`src/rtl/cpu_pkg.sv`:
```
// cpu_pkg: shared encodings for the 16-bit CPU controller.
package cpu_pkg;
  localparam logic [2:0] OPC_LDR = 3'b011;
  localparam logic [2:0] OPC_STR = 3'b100;
  localparam logic [2:0] OPC_ALU = 3'b101;
  localparam logic [2:0] OPC_MOV = 3'b110;
  localparam logic [2:0] OPC_HLT = 3'b111;
  localparam logic [1:0] OP_MOVR = 2'b00;
  localparam logic [1:0] OP_MOVI = 2'b10;
  localparam logic [1:0] OP_CMP  = 2'b01;
  localparam logic [1:0] OP_MVN  = 2'b11;
  localparam logic [1:0] CMD_NONE  = 2'b00;
  localparam logic [1:0] CMD_READ  = 2'b01;
  localparam logic [1:0] CMD_WRITE = 2'b10;
  localparam logic [1:0] ALU_ADD = 2'b00;
  localparam logic [1:0] ALU_SUB = 2'b01;
  localparam logic [1:0] ALU_AND = 2'b10;
  localparam logic [1:0] ALU_NOT = 2'b11;
  localparam logic [3:0] VSEL_MDATA = 4'b0001;
  localparam logic [3:0] VSEL_IMM   = 4'b0010;
  localparam logic [3:0] VSEL_PC    = 4'b0100;
  localparam logic [3:0] VSEL_C     = 4'b1000;
  typedef logic [4:0] state_t;
  localparam state_t S_IF1     = 5'd0;
  localparam state_t S_IF2     = 5'd1;
  localparam state_t S_UPD_PC  = 5'd2;
  localparam state_t S_DECODE  = 5'd3;
  localparam state_t S_WR_IMM  = 5'd4;
  localparam state_t S_GET_A   = 5'd5;
  localparam state_t S_GET_B   = 5'd6;
  localparam state_t S_EXEC    = 5'd7;
  localparam state_t S_WB      = 5'd8;
  localparam state_t S_ADDR    = 5'd9;
  localparam state_t S_LD_DAR  = 5'd10;
  localparam state_t S_MEM_RD1 = 5'd11;
  localparam state_t S_MEM_RD2 = 5'd12;
  localparam state_t S_GET_RD  = 5'd13;
  localparam state_t S_PASS_B  = 5'd14;
  localparam state_t S_MEM_WR  = 5'd15;
  localparam state_t S_HALT    = 5'd16;
endpackage

```
`src/rtl/cpu_controller_instr_decoder.sv`:
```
// instr_decoder: splits the instruction register into fields and sign-extends immediates.
module instr_decoder (
  input  logic [15:0] ir,
  output logic [2:0]  opcode,
  output logic [1:0]  op,
  output logic [2:0]  rn,
  output logic [2:0]  rd,
  output logic [1:0]  sh,
  output logic [2:0]  rm,
  output logic [15:0] sximm8,
  output logic [15:0] sximm5
);
  assign opcode = ir[15:13];
  assign op     = ir[12:11];
  assign rn     = ir[10:8];
  assign rd     = ir[7:5];
  assign sh     = ir[4:3];
  assign rm     = ir[2:0];
  assign sximm8 = {{8{ir[7]}}, ir[7:0]};
  assign sximm5 = {{11{ir[4]}}, ir[4:0]};
endmodule

```
`src/rtl/cpu_controller.sv`:
```
// cpu_controller: fetch/decode FSM owning PC, IR and DAR; drives all datapath controls.
module cpu_controller
  import cpu_pkg::*;
(
  input  logic        clk,
  input  logic        reset_n,
  input  logic [15:0] mdata,
  input  logic [8:0]  datapath_out,
  output logic [8:0]  mem_addr,
  output logic [1:0]  mem_cmd,
  output logic [15:0] pc,
  output logic [15:0] sximm8,
  output logic [15:0] sximm5,
  output logic [3:0]  vsel,
  output logic        asel,
  output logic        bsel,
  output logic        loada,
  output logic        loadb,
  output logic        loadc,
  output logic        loads,
  output logic [1:0]  ALUop,
  output logic [1:0]  shift,
  output logic [2:0]  readnum,
  output logic [2:0]  writenum,
  output logic        write,
  output logic        halted
);
  state_t state, next;
  logic [15:0] ir;
  logic [8:0] pc_q, dar;
  logic [2:0] opcode, rn, rd, rm;
  logic [1:0] op, sh;
  logic is_movi, is_movr, is_alu, is_cmp, is_ldr, is_str, is_mem;

  instr_decoder u_dec (
    .ir(ir), .opcode(opcode), .op(op), .rn(rn), .rd(rd), .sh(sh), .rm(rm),
    .sximm8(sximm8), .sximm5(sximm5)
  );

  assign is_movi = opcode == OPC_MOV && op == OP_MOVI;
  assign is_movr = opcode == OPC_MOV && op == OP_MOVR;
  assign is_alu  = opcode == OPC_ALU;
  assign is_cmp  = is_alu && op == OP_CMP;
  assign is_ldr  = opcode == OPC_LDR && op == 2'b00;
  assign is_str  = opcode == OPC_STR && op == 2'b00;
  assign is_mem  = is_ldr || is_str;

  always_comb begin
    next = S_HALT;
    case (state)
      S_IF1:     next = S_IF2;
      S_IF2:     next = S_UPD_PC;
      S_UPD_PC:  next = S_DECODE;
      S_DECODE:  next = is_movi ? S_WR_IMM : (is_alu || is_movr || is_mem) ? S_GET_A : S_HALT;
      S_WR_IMM:  next = S_IF1;
      S_GET_A:   next = is_mem ? S_ADDR : S_GET_B;
      S_GET_B:   next = S_EXEC;
      S_EXEC:    next = is_cmp ? S_IF1 : S_WB;
      S_WB:      next = S_IF1;
      S_ADDR:    next = S_LD_DAR;
      S_LD_DAR:  next = is_ldr ? S_MEM_RD1 : S_GET_RD;
      S_MEM_RD1: next = S_MEM_RD2;
      S_MEM_RD2: next = S_IF1;
      S_GET_RD:  next = S_PASS_B;
      S_PASS_B:  next = S_MEM_WR;
      S_MEM_WR:  next = S_IF1;
      default:   next = S_HALT;
    endcase
  end

  always_ff @(posedge clk or negedge reset_n)
    if (!reset_n) begin
      state <= S_IF1;
      pc_q  <= '0;
      ir    <= '0;
      dar   <= '0;
    end else begin
      state <= next;
      if (state == S_IF2) ir <= mdata;
      if (state == S_UPD_PC) pc_q <= pc_q + 9'd1;
      if (state == S_LD_DAR) dar <= datapath_out;
    end

  // Reset holds the FSM in IF1, so the fetch READ is masked until reset_n releases.
  assign mem_cmd  = !reset_n ? CMD_NONE :
                    (state == S_IF1 || state == S_IF2 || state == S_MEM_RD1 || state == S_MEM_RD2) ? CMD_READ :
                    state == S_MEM_WR ? CMD_WRITE : CMD_NONE;
  assign mem_addr = (state == S_MEM_RD1 || state == S_MEM_RD2 || state == S_MEM_WR) ? dar : pc_q;
  assign pc       = {7'b0, pc_q};
  assign vsel     = state == S_WR_IMM ? VSEL_IMM : state == S_MEM_RD2 ? VSEL_MDATA : VSEL_C;
  assign asel     = (state == S_EXEC && (is_movr || (is_alu && op == OP_MVN))) || state == S_PASS_B;
  assign bsel     = state == S_ADDR;
  assign loada    = state == S_GET_A;
  assign loadb    = state == S_GET_B || state == S_GET_RD;
  assign loadc    = state == S_EXEC || state == S_ADDR || state == S_PASS_B;
  assign loads    = state == S_EXEC && is_cmp;
  assign ALUop    = state == S_EXEC ? op : ALU_ADD;
  assign shift    = state == S_EXEC ? sh : 2'b00;
  assign readnum  = state == S_GET_A ? rn : state == S_GET_B ? rm : state == S_GET_RD ? rd : 3'd0;
  assign writenum = state == S_WR_IMM ? rn : (state == S_WB || state == S_MEM_RD2) ? rd : 3'd0;
  assign write    = state == S_WR_IMM || state == S_WB || state == S_MEM_RD2;
  assign halted   = state == S_HALT;
endmodule

```
`config.mk`:
```
export PLATFORM = sky130hd
export DESIGN_NAME = cpu_controller
export DESIGN_NICKNAME = d
export VERILOG_FILES = /design/src/rtl/cpu_pkg.sv /design/src/rtl/cpu_controller_instr_decoder.sv /design/src/rtl/cpu_controller.sv
export SDC_FILE = /design/constraint.sdc
export NUM_CORES = 1
export LEC_CHECK = 0
export BUFFER_PORTS_ARGS = -buffer_cell sky130_fd_sc_hd__buf_4
export CORE_ASPECT_RATIO = 2
export CORE_MARGIN = 4
export CORE_UTILIZATION = 48
export DETAILED_ROUTE_END_ITERATION = 8
export PLACE_DENSITY = 0.9
export SLEW_MARGIN = 5
export SYNTH_ARGS = -nofsm -noshare
export SYNTH_HDL_FRONTEND = slang
export SYNTH_SLANG_ARGS = --single-unit
```
`constraint.sdc`:
```
create_clock -name clk -period 2.45 [get_ports clk]
set_input_delay 0.49 -clock clk [delete_from_list [all_inputs] [get_ports clk]]
set_output_delay 0.49 -clock clk [all_outputs]
set_load 0.005 [all_outputs]
```
-- After elaboration in Yosys (flattened, before gate mapping)
Index checks and enable logic that the tools add are counted.
Widths: inputs -> output; s select.
- flip-flop bits (word level): 39
- bits of input ports: 27
- output and inout port bits: 81
- word-level logic and storage cells: 74
- add/subtract/negate cells: 1
- eq/ne operators: 23
- muxes and demuxes: 19
- reductions and logical operators: 27
- operator list (kind ; number):
    $pmux 5 s13 ; 1
    $eq 5x4->1 const B ; 8
    $eq 5x3->1 const B ; 4
    $mux 3 ; 6
    $logic_or 1x1->1 ; 16
    $mux 4 ; 4
    $eq 5x2->1 const B ; 2
    $mux 2 ; 5
    $mux 5 ; 2
    $add 9x1->9 const B ; 1
    $eq 3x3->1 const B ; 3
    $mux 9 ; 1
    $logic_and 1x1->1 ; 8
    $eq 5x1->1 const B ; 1
    $eq 5x5->1 const B ; 1
    $logic_not 5->1 ; 1
    $eq 2x2->1 const B ; 2
    $reduce_or 4->1 ; 1
    $eq 3x2->1 const B ; 1
    $eq 2x1->1 const B ; 1
    $logic_not 2->1 ; 1

-- Longest topological paths before layout
Gate-level depths: netlist (run 1).
- depth in word-level cells: 7
- depth in mapped cells: 6
- mapped depth without buffers: 5

-- Hierarchy
From an unflattened synthesis (run 1), not the netlist that was laid out.
- cells, all modules: 275
- area total of the unflattened synthesis: 2715.1 um^2
- by module, submodules not included (module ; instances ; cells each ; area each (um^2) ; sequential area each (um^2)):
    cpu_controller ; 1 ; 227 ; 2354.8 ; 975.9
    instr_decoder ; 1 ; 48 ; 360.3 ; 0.0

-- Worst setup path after synthesis (run 1)
Ideal clock, no wire load.
- path type: register to output
- start point: reg state[3]
- end point: out readnum[2]
- arrival time: 1.512 ns
- required time: 1.960 ns
- path slack: 0.448 ns
- cell stages (with the launch flop): 7
- buffers on the path: 2
- cells stage by stage: dfrtp_1 > clkbuf_1 > nand2b_2 > or3_1 > clkbuf_1 > mux2i_1 > o21ai_0
- longest elaborated chain between the ends: 4
- elaborated cells between the ends (all ways): 6
- those cells by class: eq/ne: 3; mux: 3
- ends and longest elaborated chain (item ; line ; text):
    start: declaration ; cpu_controller.sv:28 ; state_t state, next;
    start signal: assignment ; cpu_controller.sv:78 ; state <= next;
    $eq 5x4->1 ; cpu_controller.sv:99 ; assign readnum = state == S_GET_A ? rn : state == S_GET_B ? rm : state == S_GET_RD ? rd : 3'd0;
    $mux 3 (2 in a row) ; cpu_controller.sv:99 ;
    $mux 3 * ; cpu_controller.sv:99 ;
    end: declaration ; cpu_controller.sv:23 ; output logic [2:0] readnum,
Every way passes the cells marked *; elsewhere a longest branch is shown, timed or not.

-- Final worst setup path (run 1)
- start point: reg state[0]
- end point: out mem_addr[5]
- longest elaborated chain between the ends: 4
- elaborated cells between the ends (all ways): 6
- those cells by class: eq/ne: 3; mux: 1; reduce/logical: 2
- ends and longest elaborated chain (item ; line ; text):
    $eq 5x4->1 ; cpu_controller.sv:88 ; assign mem_addr = (state == S_MEM_RD1 || state == S_MEM_RD2 || state == S_MEM_WR) ? dar : pc_q;
    $logic_or 1x1->1 ; cpu_controller.sv:88 ;
    $logic_or 1x1->1 * ; cpu_controller.sv:88 ;
    $mux 9 * ; cpu_controller.sv:88 ;
    end: declaration ; cpu_controller.sv:9 ; output logic [8:0] mem_addr,
Marked as above.

==> impl_results.md, run 1 <==
* Largest net degree at the start of global routing at 37
* Clock tree sinks at 39
* Register area share after synthesis at 37.9%
* Tcrit/Tclk final at 93.3%
* Max-cap violations at 0
* VDD IR-drop max at 0.695 mV
* Most numerous cell in the Yosys netlist: buf_4
* I/O pin count at 108
* Antenna violations before repair at 0
* Clock latency on the worst-skew pair at 280 ps
* TNS Setup at 0 ps
* Placed cells at 387
* Commonest cells in the netlist: 40 x buf_4, 39 x dfrtp_1, 34 x mux2_2, 23 x nand2_1, 16 x nor2_1
* Int Power at 1780 µW
* Critical Path AT at 1800 ps
* Clock Path Buffers at 2
* First-pass GRT wire length at 10400 µm
* Dpl hpwl at 5160 µm
* Number of enable flip-flop cells after synthesis at 0
* Total vias in the final route at 2103
* DIE WIDTH at 59.8 µm
* Area delta synth->final at 26.5%
* Antenna viol nets, final at 0
* Setup Buffers After CTS at 0
* Worst relative slew slack at 62.8%
* Yosys top cell area share at 37.9%
* All-Layer GR Usage at 20.1%
* Routed Wire Length at 6430 µm
* Status: completed
* Initial core utilization at 49.6%
* Worst-margin pin slew at 556 ps
* Core ar. at 5180 µm²
* Synthesized flop and latch total at 39
* Skew final at 7.10 ps
* Sw frac at 35.3%
* Final setup vio count at 0
* Die height at 112 µm
* CP Launch Type: flip-flop
* Global route overflow at 0
* H-tree levels at 2
* Combinational share of power at 43.9%
* Slew Limit Fails at 0
* Seq pwr share at 40.5%
* Inserted Diodes at 0
* WHS at 431 ps
* Yosys cell types at 52
* Clk pwr share at 15.6%
* Vias in the first global route at 2175
* Drt drc at 0
* Fin cells at 395
* Synthesis Warnings at 0
* Final Hold Fails at 0
* Worst Path Required at 1960 ps
* Crit end category: primary output
* Post-synth top area cell: dfrtp_1
* Clock-pin slew on the worst setup and hold paths at 70 ps
* NetSw at 973 µW
* Largest cells by area after synthesis: dfrtp_1 38%, mux2_2 15%, buf_4 12%
* Synthesized instance count at 264
* FMAX at 437 MHz
* Port Buf Inserts at 99
* CTS tree: yes
* Final min period at 2290 ps
* Die footprint at 6670 µm²
* RSZ-0062 raised after global routing: false
* Cell Rows at 37
* Mapped cell area at 2570 µm²
* Mean post-synth cell area at 9.74 µm²
* Root buf cell: clkbuf_8
* Pwr Density at 847 nW/µm²
* Routed vias/inst at 5.32
* Crit Path Category: reg2out
* TritonRoute pass-1 iters at 4
* Max FO, Critical Path at 11
* DR iter-0 viols at 71
* Ys flop type: dfrtp_1
* Ratio of cells with drive above 1 in the final layout at 49.0%
* Asr flop ratio synth at 100%
* Min-delay worst type: in2reg
* Lkg Pwr at 0.00162 µW
* CTS Buf Count at 5
* Final nets at 365
* DR WL/cell at 16.3 µm
* GP Congestion at 0.914
## state kept, by name (all words and copies together) (netlist names)
register / cells
ir: 16
dar: 9
state: 5
pc_q: 9
## cell type report
| class | count | area (µm²) |
|---|---|---|
| timing repair buffer | 111 | 836 |
| clock inverter | 1 | 5.00 |
| inverter | 4 | 15.0 |
| sequential | 39 | 978 |
| fill | 451 | 1930 |
| tap | 58 | 72.6 |
| multi-input combinational | 176 | 1260 |
| clock buffer | 6 | 82.6 |
## logic make-up (layout without fill, tap and decap cells)
kind of cell / after synthesis / in the layout / share of synthesized area [%]
buffers and inverters: 56 / 122 / 14.4
adder cells (fa/ha/maj): 1 / 1 / 0.486
XOR/XNOR: 9 / 9 / 3.06
AO/OA/AOI/OAI: 31 / 31 / 8.56
other: 1 / 8 / 0.146
multiplexers: 38 / 38 / 16.4
AND/OR/NAND/NOR: 89 / 89 / 18.9
flip-flops: 39 / 39 / 37.9
## power groups by stage
stage	registers, µW	logic (µW)	clock network (µW)
final	1110	1210	430
after global routing	1160	1320	474
after CTS	1110	1220	443
after detailed placement	1120	1220	0
after global placement	1110	1190	0
after floorplan	1010	992	0
## worst max-delay path, cell delays in order, from the launching register on
cell and delay [ps]:
dfrtp_2 480, nand2b_1 210, o21ai_1 160, nand2_2 190
mux2_2 330, buf_4 140
## per-stage QoR
stage          power [µW]  worst slack (ps)  instance area [µm²]  util (%)
4_1_cts              2780              31.1                 3230      62.3
6_report             2750               163                 3250      62.7
2_1_floorplan        2000               448                 2600         -
3_5_place_dp         2340               294                 3140      60.6
5_1_grt              2950              26.6                 3250      62.7
3_3_place_gp         2300               376                 3140      60.6
## final timing paths
kind / start / endpoint / slack, ps / cells past startpoint
setup / recovery: state[0]$_DFF_PN0_ / mem_addr[5] / 160 / 5
hold reg to reg: pc_q[8]$_DFFE_PN0P_ / pc_q[8]$_DFFE_PN0P_ / 510 / 1
max in group asynchronous: reset_n / state[1]$_DFF_PN0_ / 1260 / 3
hold / removal: datapath_out[5] / dar[5]$_DFFE_PN0P_ / 430 / 2
setup reg to reg: state[2]$_DFF_PN0_ / dar[1]$_DFFE_PN0P_ / 590 / 4
min in group asynchronous: reset_n / ir[7]$_DFFE_PN0P_ / 550 / 2
## cells in the final DEF (no fill, tap or decap), types with 3 or more instances in the layout
master / netlist / layout
a21oi_1: 3 / 3
a22oi_1: 5 / 5
and2_1: 5 / 5
and3_1: 4 / 4
buf_4: 40 / 110
clkbuf_8: 0 / 6
conb_1: 1 / 8
dfrtp_1: 39 / 37
inv_1: 4 / 4
mux2_2: 34 / 34
mux2i_1: 4 / 4
nand2_1: 23 / 22
nand2b_1: 5 / 5
nand3_1: 5 / 5
nor2_1: 16 / 16
nor2b_1: 8 / 8
nor3_1: 4 / 3
o21ai_0: 5 / 4
o21ai_1: 2 / 3
xnor2_1: 5 / 5
xor2_1: 4 / 4
## per-layer routing
layer / global-route usage [%] / routed length (µm) / vias up
li1: - / - / 1006
met1: 21.2 / 2160 / 1001
met2: 35.5 / 3650 / 73
met3: 2.78 / 282 / 23
met4: 11.5 / 341 / 0
met5: 0 / 0 / -
## timing repair
item | in CTS | in global routing
hold buffers | 0 | 1
hold endpoints to repair | 0 | 3
pin swaps | 0 | 0
setup endpoints to repair | 9 | 8
resized for setup | 1 | 5
No activity file was read; power rests on OpenSTA's default activity.
==> inputs of run 2 (changes only) <==
Settings changed: CORE_ASPECT_RATIO 2 to not set.
==> impl_results.md, run 2 (synthesis results as in run 1) <==
* DR WL/cell at 15.6 µm (-4.4%)
* FMAX at 430 MHz (-1.7%)
* Fin area at 3250 µm² (about the same)
* DR iter-0 viols at 183 (+160%)
* Commonest non-fill, non-tap cell in the layout: buf_4
* TritonRoute pass-1 iters at 4 (unchanged)
* WHS at 3.43 ps (-428 ps)
* TNS Setup at 0 ps (unchanged)
* Clock-pin slew on the worst setup and hold paths at 80 ps (about the same)
* Routed Wire Length at 6280 µm (-2.3%)
* Pwr Density at 875 nW/µm² (+3.3%)
* Root buf cell: clkbuf_8
* Largest net degree at the start of global routing at 36 (-2.7%)
* Crit end category: primary output
* I/O pin count at 108 (unchanged)
* Final setup vio count at 0 (unchanged)
* H-tree levels at 2 (unchanged)
* Critical Path AT at 1840 ps (+40 ps)
* Slew Limit Fails at 0 (unchanged)
* CTS Buf Count at 5 (unchanged)
* Crit Path Category: reg2out
* Worst-margin pin slew at 539 ps (-17.7 ps)
* CP Launch Type: flip-flop
* Tcrit/Tclk final at 95.0% (+1.6 points)
* NetSw at 991 µW (+1.9%)
* Worst relative slew slack at 63.8% (+1.0 points)
* Most flops, register: ir
* RSZ-0062 raised after global routing: false
* Final nets at 361 (-1.1%)
* Fin util at 63.3% (+0.57 points)
* Die height at 81.2 µm (-27%)
* All-Layer GR Usage at 19.2% (-0.84 points)
* Lkg Pwr at 0.00161 µW (-0.42%)
* Combinational share of power at 42.1% (-1.8 points)
* Most frequent cells in the layout: 107 x buf_4, 38 x dfrtp_1, 34 x mux2_2
* Dpl ws at 278 ps (-15.6 ps)
* Worst Path Required at 1960 ps (about the same)
* Cell Rows at 26 (-30%)
* GP Congestion at 0.889 (-2.8%)
* DIE WIDTH at 81.2 µm (+36%)
* Final Hold Fails at 0 (unchanged)
* Int Power at 1860 µW (+4.1%)
* Final min period at 2330 ps (+39.8 ps)
* Initial core utilization at 50.0% (+0.43 points)
* Final WS setup at 123 ps (-39.8 ps)
* Clock tree sinks at 39 (unchanged)
* Area delta synth->final at 26.5% (about the same)
* Sw frac at 34.8% (-0.49 points)
* # hold bufs at CTS at 0 (unchanged)
* Clk pwr share at 18.8% (+3.2 points)
* Status: completed
* Antenna violations before repair at 0 (unchanged)
* CTS tree: yes
* First-pass GRT wire length at 9670 µm (-7.3%)
* Max-cap violations at 0 (unchanged)
* Seq pwr share at 39.0% (-1.5 points)
* Port Buf Inserts at 99 (unchanged)
* Routed vias/inst at 5.19 (-2.6%)
* Skew final at 7.25 ps (+0.149 ps)
* Placed cell area at 3130 µm² (-0.24%)
* Max FO, Critical Path at 6 (-5)
* Dpl hpwl at 4880 µm (-5.5%)
* Total vias in the final route at 2096 (-0.33%)
* VDD IR-drop max at 0.486 mV (-30%)
* Die footprint at 6590 µm² (-1.1%)
* Ratio of cells with drive above 1 in the final layout at 48.2% (-0.76 points)
* Vias in the first global route at 1954 (-10%)
* Setup Buffers After CTS at 0 (unchanged)
* Clock Path Buffers at 2 (unchanged)
* Drt drc at 0 (unchanged)
* Clock latency on the worst-skew pair at 290 ps (about the same)
* Min-delay worst type: in2async
* Antenna viol nets, final at 0 (unchanged)
* Core ar. at 5140 µm² (-0.87%)
* Regs by FF count: ir (16), dar (9), pc_q (9)
* Max reg flops at 16 (unchanged)
* Global route overflow at 0 (unchanged)
* Inserted Diodes at 0 (unchanged)
==> run 2: layout make-up <==
| cell class | count | area (µm²) |
|---|---|---|
| Clock buffer | 5 | 68.8 |
| Clock inverter | 3 | 43.8 |
| Fill cell | 425 | 1890 |
| Inverter | 4 | 15.0 |
| Multi-Input combinational cell | 176 | 1260 |
| Sequential cell | 39 | 977 |
| Tap cell | 70 | 87.6 |
| Timing Repair Buffer | 107 | 803 |
==> run 2: final timing paths <==
check | startpoint | end | slack, ps | cells after the start
setup / recovery | state[3]$_DFF_PN0_ | readnum[0] | 120 | 5
hold / removal | reset_n | ir[4]$_DFFE_PN0P_ | 3 | 1
setup reg to reg | state[0]$_DFF_PN0_ | ir[8]$_DFFE_PN0P_ | 580 | 5
hold reg to reg | pc_q[8]$_DFFE_PN0P_ | pc_q[8]$_DFFE_PN0P_ | 500 | 1
max in group asynchronous | reset_n | state[2]$_DFF_PN0_ | 1790 | 2
min in group clk | mdata[7] | ir[7]$_DFFE_PN0P_ | 430 | 2
==> run 2: per-stage QoR <==
| stage | cells | power [µW] |
|---|---|---|
| final | 404 | 2850 |
| after global routing | 404 | 3030 |
| after CTS | 404 | 2860 |
| after detailed placement | 396 | 2330 |
| after global placement | 396 | 2280 |
| after floorplan | 271 | 2000 |
==> run 2: power by group through the flow <==
stage	combinational [µW]	sequential (µW)	clock [µW]
after global placement	1170	1110	0
after floorplan	992	1010	0
after CTS	1210	1110	539
final	1200	1110	536
after global routing	1310	1160	564
after detailed placement	1210	1120	0
==> run 2: routing by layer <==
metal	share of wire, %	track usage [%]	wire [µm]
met5	0	0	0
met3	5.3	2.99	336
met1	40	24.0	2480
met2	53	33.3	3320
met4	2.3	7.26	146
==> run 2: critical path, stage by stage, from the launching register on <==
cell	delay, ps
dfrtp_1	430
nand2b_2	240
or3_4	420
mux2i_1	130
o21ai_0	170
buf_4	150
==> run 2: what timing repair did <==
item / in CTS / in global routing
gates resized for setup: 1 / 2
setup endpoints to repair: 12 / 11
cloned: 0 / 0
